===== config.mk =====
export PLATFORM = sky130hd
export DESIGN_NAME = majority_voter
export DESIGN_NICKNAME = d
export VERILOG_FILES = /design/src/rtl/majority_voter_pkg.sv /design/src/rtl/majority_voter_lane_cnt.sv /design/src/rtl/majority_voter.sv
export SDC_FILE = /design/constraint.sdc
export NUM_CORES = 1
export LEC_CHECK = 0
export CORE_MARGIN = 2
export CORE_UTILIZATION = 50
export CTS_BUF_LIST = sky130_fd_sc_hd__clkbuf_2
export DETAILED_ROUTE_END_ITERATION = 8
export PLACE_DENSITY = 0.8
export SLEW_MARGIN = 15
export SYNTH_ARGS = -nofsm -noshare
export SYNTH_HDL_FRONTEND = slang
export SYNTH_SLANG_ARGS = --single-unit

===== constraint.sdc =====
create_clock -name clk -period 3 [get_ports clk]
set_input_delay 0.6 -clock clk [delete_from_list [all_inputs] [get_ports clk]]
set_output_delay 0.6 -clock clk [all_outputs]
set_load 0.005 [all_outputs]

===== src/rtl/majority_voter_pkg.sv =====
// Shared constants for the TMR majority voter.
// Lane indices select the bit of the disagree vector and the
// counter that belongs to each replicated lane.
package majority_voter_pkg;

  localparam int unsigned NUM_LANES = 3;
  localparam int unsigned LANE_A    = 0;
  localparam int unsigned LANE_B    = 1;
  localparam int unsigned LANE_C    = 2;

endpackage : majority_voter_pkg


===== src/rtl/majority_voter_lane_cnt.sv =====
// Per-lane saturating disagreement counter.
// Ports:
//   clk, rst_n : clock and synchronous active-low reset
//   en         : count enable
//   clr        : synchronous clear (overrides en)
//   hit        : this lane disagreed with the vote this cycle
//   cnt        : saturating count of enabled hit cycles
module majority_voter_lane_cnt #(
  parameter int unsigned CNT_W = 8
) (
  input  logic             clk,
  input  logic             rst_n,
  input  logic             en,
  input  logic             clr,
  input  logic             hit,
  output logic [CNT_W-1:0] cnt
);

  localparam logic [CNT_W-1:0] CNT_MAX = '1;

  // Reset beats clear beats count; the counter sticks at all-ones.
  always_ff @(posedge clk) begin
    if (!rst_n) begin
      cnt <= '0;
    end else if (clr) begin
      cnt <= '0;
    end else if (en && hit && (cnt != CNT_MAX)) begin
      cnt <= cnt + CNT_W'(1);
    end
  end

endmodule : majority_voter_lane_cnt


===== src/rtl/majority_voter.sv =====
// Triple-modular-redundancy voter with per-lane disagreement diagnostics.
// Ports:
//   clk, rst_n   : clock and synchronous active-low reset
//   a, b, c      : replicated lanes, WIDTH bits each
//   en           : diagnostic update enable
//   clr          : synchronous clear of counters and sticky flag
//   y            : combinational bitwise 2-of-3 majority
//   y_q          : y delayed by one clock
//   disagree     : combinational per-lane mismatch {C,B,A}
//   cnt_a/b/c    : saturating per-lane disagreement counters
//   sticky_fault : set by any enabled disagreement, held until clr/reset
module majority_voter
  import majority_voter_pkg::*;
#(
  parameter int unsigned WIDTH = 1,
  parameter int unsigned CNT_W = 8
) (
  input  logic             clk,
  input  logic             rst_n,
  input  logic [WIDTH-1:0] a,
  input  logic [WIDTH-1:0] b,
  input  logic [WIDTH-1:0] c,
  input  logic             en,
  input  logic             clr,
  output logic [WIDTH-1:0] y,
  output logic [WIDTH-1:0] y_q,
  output logic [2:0]       disagree,
  output logic [CNT_W-1:0] cnt_a,
  output logic [CNT_W-1:0] cnt_b,
  output logic [CNT_W-1:0] cnt_c,
  output logic             sticky_fault
);

  // Zero-latency vote; downstream logic sees the voted value this cycle.
  assign y = (a & b) | (a & c) | (b & c);

  // A lane is flagged if any of its bits differs from the vote.
  assign disagree[LANE_A] = |(a ^ y);
  assign disagree[LANE_B] = |(b ^ y);
  assign disagree[LANE_C] = |(c ^ y);

  // Registered copy of the vote, independent of en.
  always_ff @(posedge clk) begin
    if (!rst_n) begin
      y_q <= '0;
    end else begin
      y_q <= y;
    end
  end

  // Sticky flag: clear wins over a simultaneous fault.
  always_ff @(posedge clk) begin
    if (!rst_n) begin
      sticky_fault <= 1'b0;
    end else if (clr) begin
      sticky_fault <= 1'b0;
    end else if (en && (disagree != 3'b000)) begin
      sticky_fault <= 1'b1;
    end
  end

  majority_voter_lane_cnt #(.CNT_W(CNT_W)) u_cnt_a (
    .clk   (clk),
    .rst_n (rst_n),
    .en    (en),
    .clr   (clr),
    .hit   (disagree[LANE_A]),
    .cnt   (cnt_a)
  );

  majority_voter_lane_cnt #(.CNT_W(CNT_W)) u_cnt_b (
    .clk   (clk),
    .rst_n (rst_n),
    .en    (en),
    .clr   (clr),
    .hit   (disagree[LANE_B]),
    .cnt   (cnt_b)
  );

  majority_voter_lane_cnt #(.CNT_W(CNT_W)) u_cnt_c (
    .clk   (clk),
    .rst_n (rst_n),
    .en    (en),
    .clr   (clr),
    .hit   (disagree[LANE_C]),
    .cnt   (cnt_c)
  );

endmodule : majority_voter


==> impl_metrics.toml <==
[hold_path]
hp-start = "sticky_fault"
holdPathStages = 2
min_path_type = "flip-flop to flip-flop"
worstHoldEndpoint = "sticky_fault"

[critical_path]
end_kind = "output pin"
slowest_delay_ns = 0.46
r2r-start = "u_cnt_a.cnt[0]"
rr_endpoint = "u_cnt_a.cnt[3]"
crit_arrival_ns = 2.27
crit_top_cell = "clkdlybuf4s50_1"
crit_type = "primary input to output pin"
r2r_slack_ns = 1.38
path_cells = "clkdlybuf4s50_1 > ha_2 > buf_4 > a211oi_1 > a21oi_1 > clkdlybuf4s50_1"
start_kind = "primary input"
crit_fanout = 5
ff2ff_path_depth = 5
critPathBufInv = 3
critPathTopFamily = "buffers and inverters"
required_ns = 2.40
path_depth = 6
cpMaxStageDelayCell = "clkdlybuf4s50_1"

[power]
p_per_area_mw_per_mm2 = 301
p_leak_nw = 0.622
ir_drop_v = 0.000232

[clock_network]
postCtsHoldBufs = 0
clkTransAtPathRegs_ns = 0.24
htreeDepth = 1
root_buffer = "clkbuf_2"
cts_tree = "done"
clock_path_buffers = 2
cts_inserted_buffers = 3
ctsResizeCount = 0
clock-sinks = 26
post_cts_buffers = 0
clock_latency_ns = 0.34

[layout]
drive_gt1_share_pct = 7.21
layout.nets = 220
area_growth_pct = 30.4
fin_util_pct = 67.6
design_area_mm2 = 0.00185
n_antenna_cell = 0
fillers = 247

[logic_synthesis]
syn_inst = 168
syn_area_per_cell_um2 = 8.43
synth-seq-cells = 26
yosysSeqAreaShare_pct = 36.7
synth_warnings = 0
netlist-cell-type-count = 39
synthesis.area_mm2 = 0.00142
syn_nets = 179

[global_routing]
track_usage_pct = 21.6
antenna_found_initial = 0
grt_overflow = 0
grt_pass1_wl_mm = 5.74
grt_pass1_vias = 1334
grt_max_degree = 19

[floorplanning]
coreArea_mm2 = 0.00273
initial_utilization_pct = 51.8
die-area_mm2 = 0.00327
ioPinCount = 37
num_rows = 19
die_x_um = 57.2
die_y_um = 57.2

[placed_design]
hpwl_mm = 2.51
placed_cell_area_mm2 = 0.00182
gp_congestion = 0.818
io_buffer_count = 36

[drt]
drc_errors = 0
drtPass1Iterations = 4
wl_mm = 3.41
antenna_left = 0
wl_per_cell_um = 14.3
first_iter_violations = 53
vias_per_cell = 6.18
vias = 1478

[run]
maxCapViolCount = 0

[sta]
fin_skew_ns = 0.00772
maxSlewViolCount = 0
finalSetupViolations = 0
fin_crit_ns = 2.87
slew_headroom_pct = 50.5
hold_viol = 0
fmax_mhz = 349
tightest_slew_ns = 0.742
fin_crit_sh_pct = 95.6

[outcome]
status = "completed"
worst max-delay path by stage:
stage               start        endpoint  slack (ns)
floorplan               a  u_cnt_c.cnt[5]        0.61
global placement        a     disagree[2]        0.02
detailed placement      a     disagree[2]        0.01
CTS                     a     disagree[2]       0.005
global route            a     disagree[0]      -0.003
finish                  a     disagree[0]        0.13
sequential cells by signal, summed over array words and instances (netlist names):
name / count
u_cnt_c.cnt: 8
u_cnt_a.cnt: 8
u_cnt_b.cnt: 8
y_q: 1
sticky_fault: 1
Yosys cell counts:
library cell / instances / share of area (%)
inv_1: 3 / 0.79
and4_1: 3 / 1.9
nor4_1: 2 / 0.88
nor3_1: 3 / 1.1
a41oi_1: 2 / 1.2
clkbuf_1: 3 / 0.79
a21oi_1: 19 / 6.7
nand2_1: 9 / 2.4
o21a_1: 1 / 0.53
nand3b_1: 3 / 1.6
o21ai_0: 12 / 4.2
a21boi_0: 1 / 0.53
o211ai_1: 1 / 0.53
and2_1: 1 / 0.44
o31ai_1: 7 / 3.7
a211oi_1: 5 / 2.7
nand4_1: 4 / 1.8
or3_1: 5 / 2.2
nor2b_1: 1 / 0.44
a41o_1: 3 / 2.1
or4b_4: 1 / 0.97
nand3_1: 11 / 3.9
and3b_1: 2 / 1.2
mux2i_1: 1 / 0.71
a21bo_1: 1 / 0.71
or2_2: 2 / 0.88
a31oi_1: 3 / 1.3
and3_1: 4 / 1.8
a311oi_1: 1 / 0.62
or4_1: 6 / 3.2
a31o_2: 1 / 0.62
or2b_1: 1 / 0.53
nand2b_1: 3 / 1.3
ha_1: 4 / 3.5
nor2_1: 7 / 1.9
dfxtp_1: 26 / 37
buf_6: 1 / 0.79
a2111oi_0: 2 / 1.2
buf_4: 3 / 1.6
worst reg2reg max path: stages (launching register included):
cell	delay [ns]
dfxtp_1	0.41
ha_1	0.26
nand4_1	0.16
nor2_1	0.14
or4_1	0.49
a21oi_1	0.14
report_power, final:
part,internal (mW),switching [mW],leakage [nW]
clock network,0.0290,0.102,0.0140
registers,0.350,0.00254,0.210
logic,0.0373,0.0359,0.398
total,0.416,0.141,0.622
layout make-up:
class	instances	area [um^2]	share of cell area, %
Multi-Input combinational cell	132	842	45.6
Timing Repair Buffer	43	415	22.5
Inverter	3	11.3	0.610
Clock buffer	3	15.0	0.813
Tap cell	31	38.8	2.10
Clock inverter	1	3.75	0.203
Sequential cell	26	520	28.2
routing by layer:
metal	vias to the layer above	global-route usage [%]	wire length [um]	part of all wire, %
met2	40	36.0	1600	47
met4	0	5.98	27	0.79
met3	4	2.95	162	4.8
met5	-	0	0	0
li1	747	-	-	-
met1	687	29.6	1620	48
cell usage in the layout (no fill, tap or decap), types with 4 or more instances in the layout:
cell / count
clkdlybuf4s50_1: 35
buf_4: 7
a211oi_1: 5
or3_1: 5
dfxtp_1: 26
nor2_1: 7
nand4_1: 4
o31ai_1: 7
nand2_1: 9
o21ai_0: 12
and3_1: 4
or4_1: 6
a21oi_1: 19
nand3_1: 11
logic make-up after synthesis:
family,count (synthesis),synth area share [%]
AOI/OAI and AO/OA,59,26.8
adders and majority gates,4,3.53
buffers and inverters,10,3.97
DFF,26,36.7
muxes,1,0.707
and+or+nand+nor,68,28.3
metrics by stage:
step / TNS, ns / power (mW) / hold WS (ns) / instances / worst slack, ns
after floorplan: 0 / 0.398 / 0.442 / 168 / 0.613
after global placement: 0 / 0.430 / 0.436 / 235 / 0.0217
after detailed placement: 0 / 0.432 / 0.445 / 235 / 0.0135
after CTS: 0 / 0.560 / 0.476 / 239 / 0.00520
after global routing: -0.00338 / 0.587 / 0.524 / 239 / -0.00338
final: 0 / 0.556 / 0.473 / 239 / 0.133
(Power assumes the default switching activity.)
